## src/rtl/neuron_mac.sv

```systemverilog
// neuron_mac: single-neuron fixed-point multiply-accumulate with saturating sum and bias.
// Ports: clk/rst (sync, active-high); myinput/myinputValid/myinputReady sample stream;
//        weight_ren/weight_radd/weight_rdata weight-memory read port (rdata one cycle after ren);
//        bias sampled in BIAS; out/outvalid one-cycle result pulse, out holds between pulses.
// Option: define RELU_EN to clamp negative results to zero at the output.
module neuron_mac #(
    parameter int numWeight    = 3,
    parameter int addressWidth = 10,
    parameter int dataWidth    = 16,
    parameter int fracBits     = 12
) (
    input  logic                    clk,
    input  logic                    rst,
    input  logic [dataWidth-1:0]    myinput,
    input  logic                    myinputValid,
    output logic                    myinputReady,
    output logic                    weight_ren,
    output logic [addressWidth:0]   weight_radd,
    input  logic [dataWidth-1:0]    weight_rdata,
    input  logic [dataWidth-1:0]    bias,
    output logic [dataWidth-1:0]    out,
    output logic                    outvalid
);
    localparam int M = dataWidth - 1;
    localparam logic [dataWidth-1:0] max_v = {1'b0, {M{1'b1}}};
    localparam logic [dataWidth-1:0] min_v = {1'b1, {M{1'b0}}};
    localparam logic [addressWidth:0] nw = (addressWidth+1)'(numWeight);
    typedef enum logic [1:0] {ACC, DRAIN, BIAS, OUT} state_t;
    state_t state;
    logic [addressWidth:0] cnt;
    logic [dataWidth-1:0] in0, in1, w1, prod, acc, prod_sat, act;
    logic v0, v1, v2, accept;
    logic signed [2*dataWidth-1:0] full, shifted;

    function automatic logic [dataWidth-1:0] sat_add(input logic [dataWidth-1:0] a, input logic [dataWidth-1:0] b);
        logic [dataWidth-1:0] s;
        s = a + b;
        return (a[M] == b[M] && s[M] != a[M]) ? (a[M] ? min_v : max_v) : s;
    endfunction

    // ready is held low during the outvalid cycle so a new neuron starts the cycle after the pulse
    assign myinputReady = state == ACC && cnt < nw && !outvalid;
    assign accept       = myinputValid && myinputReady;
    assign weight_ren   = accept;
    assign weight_radd  = cnt < nw ? cnt : '0;
    assign full         = {{dataWidth{in1[M]}}, in1} * {{dataWidth{w1[M]}}, w1};
    assign shifted      = full >>> fracBits;
    // in range only when all bits above the result's sign bit equal that sign bit
    assign prod_sat     = (&shifted[2*dataWidth-1:M] || ~|shifted[2*dataWidth-1:M]) ? shifted[M:0] : (shifted[2*dataWidth-1] ? min_v : max_v);
`ifdef RELU_EN
    assign act          = acc[M] ? '0 : acc;
`else
    assign act          = acc;
`endif

    always_ff @(posedge clk) begin
        if (rst) begin
            state    <= ACC;
            cnt      <= '0;
            acc      <= '0;
            v0       <= 1'b0;
            v1       <= 1'b0;
            v2       <= 1'b0;
            in0      <= '0;
            in1      <= '0;
            w1       <= '0;
            prod     <= '0;
            out      <= '0;
            outvalid <= 1'b0;
        end else begin
            v0       <= accept;
            v1       <= v0;
            v2       <= v1;
            outvalid <= 1'b0;
            if (accept) in0 <= myinput;
            if (v0) begin
                in1 <= in0;
                w1  <= weight_rdata;
            end
            if (v1) prod <= prod_sat;
            if (state == OUT) acc <= '0;
            else if (state == BIAS) acc <= sat_add(acc, bias);
            else if (v2) acc <= sat_add(acc, prod);
            case (state)
                ACC: if (accept) begin
                    cnt <= cnt + 1'b1;
                    if (cnt == nw - 1'b1) state <= DRAIN;
                end
                // the last product lands in acc on the edge where only stage 3 is still valid
                DRAIN: if (!v0 && !v1) state <= BIAS;
                BIAS: state <= OUT;
                OUT: begin
                    out      <= act;
                    outvalid <= 1'b1;
                    cnt      <= '0;
                    state    <= ACC;
                end
            endcase
        end
    end
endmodule

```

## config.mk

```make
export PLATFORM = sky130hd
export DESIGN_NAME = neuron_mac
export DESIGN_NICKNAME = d
export VERILOG_FILES = /design/src/rtl/neuron_mac.sv
export SDC_FILE = /design/constraint.sdc
export NUM_CORES = 1
export LEC_CHECK = 0
export CORE_UTILIZATION = 60
export DETAILED_ROUTE_END_ITERATION = 12
export PLACE_DENSITY = 0.9
export SLEW_MARGIN = 20
export SYNTH_ARGS = -nofsm -noshare
export SYNTH_HDL_FRONTEND = slang
export SYNTH_SLANG_ARGS = --single-unit
```

## constraint.sdc

```tcl
create_clock -name clk -period 14.38 [get_ports clk]
set_input_delay 2.157 -clock clk [delete_from_list [all_inputs] [get_ports clk]]
set_output_delay 2.157 -clock clk [all_outputs]
set_load 0.05 [all_outputs]
```

# ---- Yosys cells after proc, flatten, opt, wreduce, memory -nomap -nowiden
# Index checks and enable logic that the tools add are counted.
dict set report word_totals {
  register_bits 113
  input_bits 51
  out_inout_bits 30
  wordCells 62
}
dict set report classes {
  add_sub_neg 3
  n_mul 1
  n_lt_le_gt_ge 1
  eq_ne 11
  n_mux 15
  n_reduce_logical 19
}
# operator count
set ops {}
lappend ops {{$mux W16} 7}
lappend ops {{$add A16 B16 Y16} 2}
lappend ops {{$mul A16 B16 Y32} 1}
lappend ops {{$mux W11} 2}
lappend ops {{$pmux W11 S2} 1}
lappend ops {{$add A11 B1 Y11 const B} 1}
lappend ops {{$eq A11 B2 Y1 const B} 1}
lappend ops {{$lt A11 B2 Y1 const B} 1}
lappend ops {{$pmux W2 S4} 1}
lappend ops {{$logic_and A1 B1 Y1} 6}
lappend ops {{$mux W2} 3}
lappend ops {{$reduce_and A5 Y1} 1}
lappend ops {{$reduce_or A5 Y1} 1}
lappend ops {{$eq A2 B2 Y1 const B} 2}
lappend ops {{$logic_not A1 Y1} 4}
lappend ops {{$ne A2 B2 Y1 const B} 2}
lappend ops {{$reduce_bool A2 Y1} 2}
lappend ops {{$reduce_and A3 Y1} 1}
lappend ops {{$eq A1 B1 Y1} 2}
lappend ops {{$eq A2 B1 Y1 const B} 1}
lappend ops {{$logic_not A2 Y1} 1}
lappend ops {{$ne A1 B1 Y1} 2}
lappend ops {{$ne A2 B1 Y1 const B} 1}
lappend ops {{$reduce_and A2 Y1} 1}
lappend ops {{3 further kinds} 3}

# ---- Depth between registers and ports, before layout
# Gate-level depths: netlist (run 1).
dict set report depth {
  ltp_word 6
  mapped_depth 26
  mapped_depth_nobuf 23
}

# ---- Worst setup path after synthesis (run 1)
# Ideal clock, no wire load.
dict set report synth_timing {
  kind {register -> register}
  start {register in1[15]}
  end {register prod[5]}
  setup_time_ns 0.060
  t_arrival_ns 6.457
  required_time_ns 14.320
  setup_slack_ns 7.863
  path_stages_with_launch 24
  n_path_buf 2
  synth_period_minus_slack_ns 6.517
  cell_sequence {dfxtp_1 > clkbuf_1 > nand2_1 > inv_1 > fa_1 > inv_1 > fa_1 > inv_1 > fa_1 > fa_1 > fa_1 > fa_1 > ha_1 > a21o_1 > a21oi_1 > o211ai_1 > o211ai_1 > o21ai_1 > a211oi_2 > xnor2_1 > nand4_1 > a31oi_4 > buf_6 > o221a_1}
}
dict set report synth_via {
  elab_chain_len 5
  word_cells_on_any_way 7
  classes_between {1 x mul; 2 x mux; 4 x reduce/logical}
}
# element line
set synth_rtl {}
lappend synth_rtl {{from (decl)} 31} ;# logic [dataWidth-1:0] in0, in1, w1, prod, acc, prod_sat, act;
lappend synth_rtl {{from (signal assigned)} 77} ;# in1 <= in0;
lappend synth_rtl {{$mul A16 B16 Y32 (*)} 46} ;# assign full = {{dataWidth{in1[M]}}, in1} * {{dataWidth{w1[M]}}, w1};
lappend synth_rtl {{$reduce_or A5 Y1} 49} ;# assign prod_sat = (&shifted[2*dataWidth-1:M] || ~|shifted[2*dataWidth-1:M]) ? shifted[M:0] : (shifted[2*dataWi ...
lappend synth_rtl {{$logic_not A1 Y1} 49}
lappend synth_rtl {{$logic_or A1 B1 Y1} 49}
lappend synth_rtl {{$mux W16 (*)} 49}
lappend synth_rtl {{to (signal assigned)} 80} ;# if (v1) prod <= prod_sat;
lappend synth_rtl {{to (decl)} 31}
# Mark *: on every way between the ends. The rest lies on a longest branch, timed or not.
# A chain may end at the register's enable or synchronous reset.

# ---- Worst setup path after layout (run 1)
dict set report layout_timing {
  start {register w1[1]}
  end {register prod[13]}
}
dict set report layout_via {
  elab_chain_len 5
  word_cells_on_any_way 7
  classes_between {1 x mul; 2 x mux; 4 x reduce/logical}
}
# element line
set layout_rtl {}
lappend layout_rtl {{from (decl)} 31}
lappend layout_rtl {{from (signal assigned)} 78} ;# w1 <= weight_rdata;
lappend layout_rtl {{$mul A16 B16 Y32 (*)} 46}
lappend layout_rtl {{$reduce_or A5 Y1} 49}
lappend layout_rtl {{$logic_not A1 Y1} 49}
lappend layout_rtl {{$logic_or A1 B1 Y1} 49}
lappend layout_rtl {{$mux W16 (*)} 49}
# Marks and branches as above.

==> flow_summary_export.csv, run 1 <==
group,metric,value,unit
final_layout,diodes,0,
run,drv_cap,0,
pwr,switching_share,0.4097,
grt,top_usage_layer,"met2",
sta,max_freq,0.1356,GHz
setup_path,critPathRequiredTime,14.75,ns
sta,fin_hold_ws,0.4584,ns
yosys,synth_area_leaders,"fa_1, dfxtp_1, ha_1",
yosys,synth_area,15230,sq um
drt,antenna_left,0,
sta,hold_viol,0,
drt,drt-pass1-iter-count,8,
clock_network,cts.path.max_buffers,2,
yosys,ys_seq_area_frac,0.1485,
clock_network,postCtsHoldBufs,0,
clock_network,postCtsResizedCells,0,
pwr,power_frac_clock,0.306,
sta,finalSetupTns,0,ns
yosys,synth_ff_type,"dfxtp_1",
setup_path,cp-start-kind,"flop",
place,routabilityCongestion,0.9232,
sta,finalClockSkew,0.007961,ns
final_layout,syn_to_final_growth,9.308,%
drt,vias,11930,
setup_path,cp_max_fo,17,
sta,relSlewSlack,0.3529,
place,placed_area,16060,sq um
floorplanning,coreArea,24600,sq um
sta,rsz0062_at_grt,"no",
hold_path,hold_class,"reg2reg",
clock_network,clock_sinks,113,
final_layout,design_area,16650,sq um
clock_network,cts-root-buf,"clkbuf_16",
floorplanning,die_area,26030,sq um
yosys,synth_seq_cells,113,
drt,routed_wl,37.48,mm
grt,grt_util_met2,0.5488,
setup_path,cp-end-kind,"flop",
yosys,syn_area_per_cell,9.028,sq um
grt,grt_usage,0.3074,
pwr,powerDensity,83.95,nW/um^2
yosys,synth_edf_count,0,
pwr,power.switching,572.6,uW
place,dp_hpwl,28.58,mm
floorplanning,die_width,161.3,microns
clock_network,clk_latency,0.43,ns
drt,drtIter0Drc,940,
pwr,power_frac_comb,0.369,
clock_network,cts_made_buffers,17,
grt,met3_usage,0.04931,
floorplanning,dieHeight,161.3,microns
sta,drv_slew,0,
floorplanning,io_pins,81,
sta,final.period_utilization,0.5129,
grt,antenna_found_initial,0,
setup_path,cp.arrival,7.74,ns
grt,grt_pass1_wl,63.31,mm
grt,grt_max_degree,80,
yosys,async_reset_ff_frac,0,
yosys,synth_cell_types,64,
grt,grtUsageMet1,0.3584,
yosys,synth_cells,1687,
clock_network,tritoncts,"yes",
run_status,status,"finished, final reports clean",
grt,grt-ovfl-total,0,
final_layout,drive_gt1_frac,0.03011,
sta,setup_viol,0,
drt,wl_per_cell,18.27,microns
final_layout,final_util,0.6766,
place,port-buffer-count,71,
pwr,intPower,825.0,uW
setup_path,crit_type,"reg2reg",
final_layout,instances_no_fill,2051,
drt,drc,0,
yosys,synth.top_cell.area_share,0.3457,
yosys,yosysTopAreaCell,"fa_1",
pwr,seqPwrFrac,0.325,
floorplanning,start_util,0.6190,
pwr,peakVddDrop,0.00009272,V
clock_network,post_cts_buffers,0,
clock_network,clk_pin_slew,0.06,ns
yosys,yosysWarnings,0,
place,dp.cells,2019,
floorplanning,fp-row-count,57,
grt,grt_pass1_vias,13260,
drt,vias_per_cell,5.817,
sta,fin_crit,7.375,ns
pwr,p_leak,8.181,nW
clock_network,htreeDepth,4,
final_layout,nets,2143,
sta,worst_pin_slew,0.9662,ns
==> sequential cells by signal, indices dropped and copies added, names as in the netlist <==
name,count
out,16
v2,1
acc,16
outvalid,1
in0,16
prod,16
v1,1
state,2
cnt,11
w1,16
v0,1
in1,16
==> area by class of cell <==
| cell class | instances | area (sq um) |
|---|---|---|
| clock inverter | 15 | 160.2 |
| multi-input combinational | 1207 | 11530 |
| sequential | 113 | 2263 |
| tap | 324 | 405.4 |
| timing repair buffer | 75 | 735.7 |
| clock buffer | 17 | 425.4 |
| inverter | 300 | 1126 |
| fill | 1752 | 7956 |
==> per-stage QoR <==
step | worst slack (ns) | power [mW]
floorplan | 7.863 | 0.8046
global placement | 7.435 | 0.9313
detailed placement | 7.163 | 0.9556
CTS | 7.048 | 1.388
global route | 6.511 | 1.471
finish | 7.005 | 1.398
==> cell usage after synthesis (6+ instances only) <==
master / count
o21ai_0: 33
nand3_1: 10
buf_4: 11
nand2b_1: 14
ha_1: 115
and3_1: 6
mux2i_1: 50
xor2_1: 18
a21o_1: 16
xnor2_1: 32
fa_1: 263
o221a_1: 15
nor2_1: 109
o21a_1: 10
nand2_1: 187
dfxtp_1: 113
nor2b_1: 9
inv_1: 300
a21oi_1: 73
a31oi_1: 13
o21ai_1: 13
or3_1: 7
a211oi_1: 8
clkbuf_1: 56
and2_1: 118
nor3_1: 23
==> layout by cell type (no fill, tap or decap), types with 6 or more instances in the layout <==
| master | netlist | layout |
|---|---|---|
| a21oi_1 | 73 | 73 |
| xor2_1 | 18 | 18 |
| a31oi_1 | 13 | 13 |
| xnor2_1 | 32 | 32 |
| o21ai_1 | 13 | 13 |
| inv_1 | 300 | 300 |
| dfxtp_1 | 113 | 112 |
| a21o_1 | 16 | 16 |
| or3_1 | 7 | 7 |
| nand2_1 | 187 | 187 |
| nand3_1 | 10 | 10 |
| and3_1 | 6 | 6 |
| o221a_1 | 15 | 15 |
| conb_1 | 1 | 9 |
| nand2b_1 | 14 | 14 |
| clkbuf_16 | 0 | 17 |
| clkdlybuf4s50_1 | 0 | 70 |
| ha_1 | 115 | 115 |
| mux2i_1 | 50 | 50 |
| o21a_1 | 10 | 10 |
| nor2_1 | 109 | 109 |
| fa_1 | 263 | 263 |
| nor3_1 | 23 | 23 |
| and2_1 | 118 | 118 |
| nor2b_1 | 9 | 9 |
| a211oi_1 | 8 | 8 |
| o21ai_0 | 33 | 33 |
==> power groups by stage <==
stage	clock (mW)	sequential (mW)	combinational, mW
2_1_floorplan	0	0.394	0.411
3_3_place_gp	0	0.451	0.481
3_5_place_dp	0	0.454	0.502
4_1_cts	0.428	0.449	0.512
5_1_grt	0.442	0.458	0.572
6_report	0.428	0.454	0.515
==> kinds of logic after synthesis <==
| kind of cell | synth area share |
|---|---|
| other | 0.0002462 |
| adder cells (fa/ha/maj) | 0.4402 |
| AO/OA/AOI/OAI | 0.09858 |
| buffers and inverters | 0.09628 |
| AND/OR/NAND/NOR | 0.1546 |
| XOR/XNOR | 0.02875 |
| flip-flops | 0.1485 |
| multiplexers | 0.03286 |
==> worst max-delay path, cell delays in order, from the launching register on <==
cell and delay, ns:
dfxtp_1 0.51, nand2_1 0.22, inv_1 0.10, fa_1 0.75, inv_1 0.14, fa_1 0.52
inv_1 0.33, fa_1 0.52, fa_1 0.57, fa_1 0.43, fa_1 0.45, ha_1 0.36
a21o_1 0.20, a21oi_1 0.18, o211ai_1 0.20, o211ai_1 0.28, o21ai_1 0.16, a21oi_2 0.16
mux2i_1 0.28, nor2_2 0.10, o21ai_2 0.53, o221a_1 0.31
==> layer usage <==
metal	up-vias	routed length (microns)
met5	-	0
li1	5328	-
met3	126	2661
met1	5945	14050
met2	531	19280
met4	0	1487
==> worst paths after layout <==
kind / slack, ns / start / cells past startpoint / to
max: 7.00 / w1[1] / 21 / prod[13]
min: 0.46 / in0[12] / 2 / in0[12]
max reg2reg: 7.00 / w1[1] / 21 / prod[13]
min reg2reg: 0.46 / in0[12] / 2 / in0[12]
Note: power is estimated with default switching activity, not from simulation.
==> inputs of run 2 (changes only) <==
==> constraint.sdc (replaced) <==
create_clock -name clk -period 7.4 [get_ports clk]
set_input_delay 1.11 -clock clk [delete_from_list [all_inputs] [get_ports clk]]
set_output_delay 1.11 -clock clk [all_outputs]
set_load 0.05 [all_outputs]
==> flow_summary_export.csv, run 2 (same netlist as run 1, synthesis figures left out) <==
group,metric,value,unit
drt,drt-pass1-iter-count,7,
clock_network,cts_made_buffers,17,
setup_path,cp-end-kind,"flop",
setup_path,cp-startpoint,"w1[5]",
floorplanning,coreArea,24600,sq um
pwr,peakVddDrop,0.0002379,V
pwr,power.switching,1.110,mW
drt,routed_wl,38.15,mm
drt,antenna_left,0,
hold_path,hp-start,"in0[14]",
floorplanning,fp-row-count,57,
pwr,seqPwrFrac,0.311,
clock_network,cts-root-buf,"clkbuf_16",
clock_network,postCtsHoldBufs,0,
sta,setup_viol,0,
final_layout,final_common_cell,"inv_1",
place,routabilityCongestion,0.8875,
sta,finalClockSkew,0.01158,ns
drt,drc,0,
drt,vias_per_cell,5.846,
hold_path,hold_class,"reg2reg",
sta,hold_viol,0,
setup_path,cp.arrival,7.40,ns
place,port-buffer-count,71,
pwr,switching_share,0.4048,
grt,grt-ovfl-total,0,
final_layout,final.fill_count,1738,
drt,met2_length,19.42,mm
floorplanning,dieHeight,161.3,microns
pwr,intPower,1.632,mW
grt,grt_max_degree,80,
clock_network,clk_pin_slew,0.06,ns
sta,max_freq,0.1421,GHz
clock_network,clock_sinks,113,
floorplanning,die_area,26030,sq um
sta,final.period_utilization,0.9508,
floorplanning,start_util,0.6190,
run_status,status,"finished, final reports clean",
grt,grt_pass1_vias,13150,
grt,grt_pass1_wl,64.32,mm
floorplanning,die_width,161.3,microns
final_layout,diodes,0,
setup_path,cp-start-kind,"flop",
drt,dr.max_layer_used,"met4",
drt,wl_met3,2.739,mm
sta,rsz0062_at_grt,"no",
clock_network,htreeDepth,4,
grt,grt_usage,0.3156,
sta,drv_slew,0,
final_layout,drive_gt1_frac,0.04345,
setup_path,crit_type,"reg2reg",
setup_path,critPathRequiredTime,7.76,ns
drt,drtIter0Drc,1137,
sta,fin_hold_ws,0.4580,ns
setup_path,cp_max_fo,15,
final_layout,nets,2165,
drt,wl_per_cell,18.40,microns
grt,antenna_found_initial,0,
place,dp_hpwl,29.32,mm
drt,met1_length,14.45,mm
sta,finalSetupTns,0,ns
clock_network,clk_latency,0.43,ns
drt,vias,12120,
sta,worst_pin_slew,1.011,ns
sta,fin_crit,7.036,ns
final_layout,layout_common_cells,"inv_1, fa_1, nand2_1",
clock_network,cts.path.max_buffers,2,
final_layout,syn_to_final_growth,10.44,%
pwr,power_frac_comb,0.387,
pwr,p_leak,8.301,nW
floorplanning,io_pins,81,
clock_network,tritoncts,"yes",
setup_path,rr_startpoint,"w1[5]",
pwr,power_frac_clock,0.302,
run,drv_cap,0,
pwr,powerDensity,163.0,nW/um^2
sta,relSlewSlack,0.3229,
## run 2: changes by cell type in the layout (fill, tap and decap cells not counted), moves of 2 or more
cell / previous run / this run
dfxtp_1: 112 / 110
clkbuf_8: 0 / 2
dfxtp_2: 1 / 3
buf_4: 4 / 26
inv_6: 3 / 0
## run 2: area by class of cell
| type | instances | area [sq um] | share of cell area |
|---|---|---|---|
| clock inverters | 13 | 137.6 | 0.008182 |
| inverters | 300 | 1126 | 0.06694 |
| clock buffers | 19 | 452.9 | 0.02693 |
| well taps | 324 | 405.4 | 0.02410 |
| repair buffers | 97 | 900.9 | 0.05356 |
| flip-flops and latches | 113 | 2266 | 0.1347 |
| multi-input cells | 1207 | 11530 | 0.6856 |
## run 2: worst paths after layout
kind	slack, ns	to	cells after the start
setup / recovery	0.36	prod[12]	19
setup reg to reg	0.36	prod[12]	19
hold reg to reg	0.46	in0[14]	2
hold / removal	0.46	in0[14]	2
## run 2: power groups by stage
stage | Sequential [mW] | Combinational (mW) | Clock [mW]
finish | 0.853 | 1.06 | 0.829
global route | 0.861 | 1.17 | 0.862
CTS | 0.843 | 1.05 | 0.833
detailed placement | 0.854 | 1.03 | 0
global placement | 0.849 | 0.989 | 0
floorplan | 0.766 | 0.798 | 0
## run 2: metal layers
metal / vias up / track usage
met2: 568 / 0.5560
met3: 129 / 0.05290
li1: 5381 / -
met1: 6040 / 0.3783
met4: 0 / 0.1424
met5: - / 0
## run 2: critical path, stage by stage (launching register included)
cell and delay (ns):
dfxtp_1 0.64, nand2_1 0.20, fa_1 0.59, fa_1 0.44, inv_1 0.36, fa_1 0.53, fa_1 0.56, fa_1 0.43
fa_1 0.44, ha_1 0.34, a21o_1 0.19, a21oi_1 0.19, o211ai_1 0.19, o211ai_1 0.29, o21ai_1 0.16, a21oi_2 0.18
mux2i_1 0.29, nor2_2 0.11, o21ai_2 0.53, o221a_1 0.31
## run 2: through the flow
| step | power [mW] | setup slack, ns | instances | cell area, sq um | utilization |
|---|---|---|---|---|---|
| 3_3_place_gp | 1.837 | 0.6681 | 2041 | 16230 | 0.6595 |
| 2_1_floorplan | 1.564 | 0.8827 | 1695 | 15260 | - |
| 4_1_cts | 2.725 | 0.2024 | 2073 | 16820 | 0.6835 |
| 5_1_grt | 2.888 | 0.03882 | 2073 | 16820 | 0.6837 |
| 3_5_place_dp | 1.885 | 0.2300 | 2041 | 16230 | 0.6595 |
| 6_report | 2.743 | 0.3640 | 2073 | 16820 | 0.6837 |
## run 2: repair_timing
| action | CTS | global route |
|---|---|---|
| endpoints found under the setup margin | 0 | 15 |
| setup buffers | 0 | 0 |
| resized for setup | 0 | 2 |
==> inputs of run 3 (changes only) <==
--- a/config.mk
+++ b/config.mk
@@ -8,6 +8,7 @@
 export CORE_UTILIZATION = 60
 export DETAILED_ROUTE_END_ITERATION = 12
 export PLACE_DENSITY = 0.9
+export SKIP_LAST_GASP = 1
 export SLEW_MARGIN = 20
 export SYNTH_ARGS = -nofsm -noshare
 export SYNTH_HDL_FRONTEND = slang
==> results of run 3 <==
No change in the layout: final DEF, timing and power equal those of run 2.
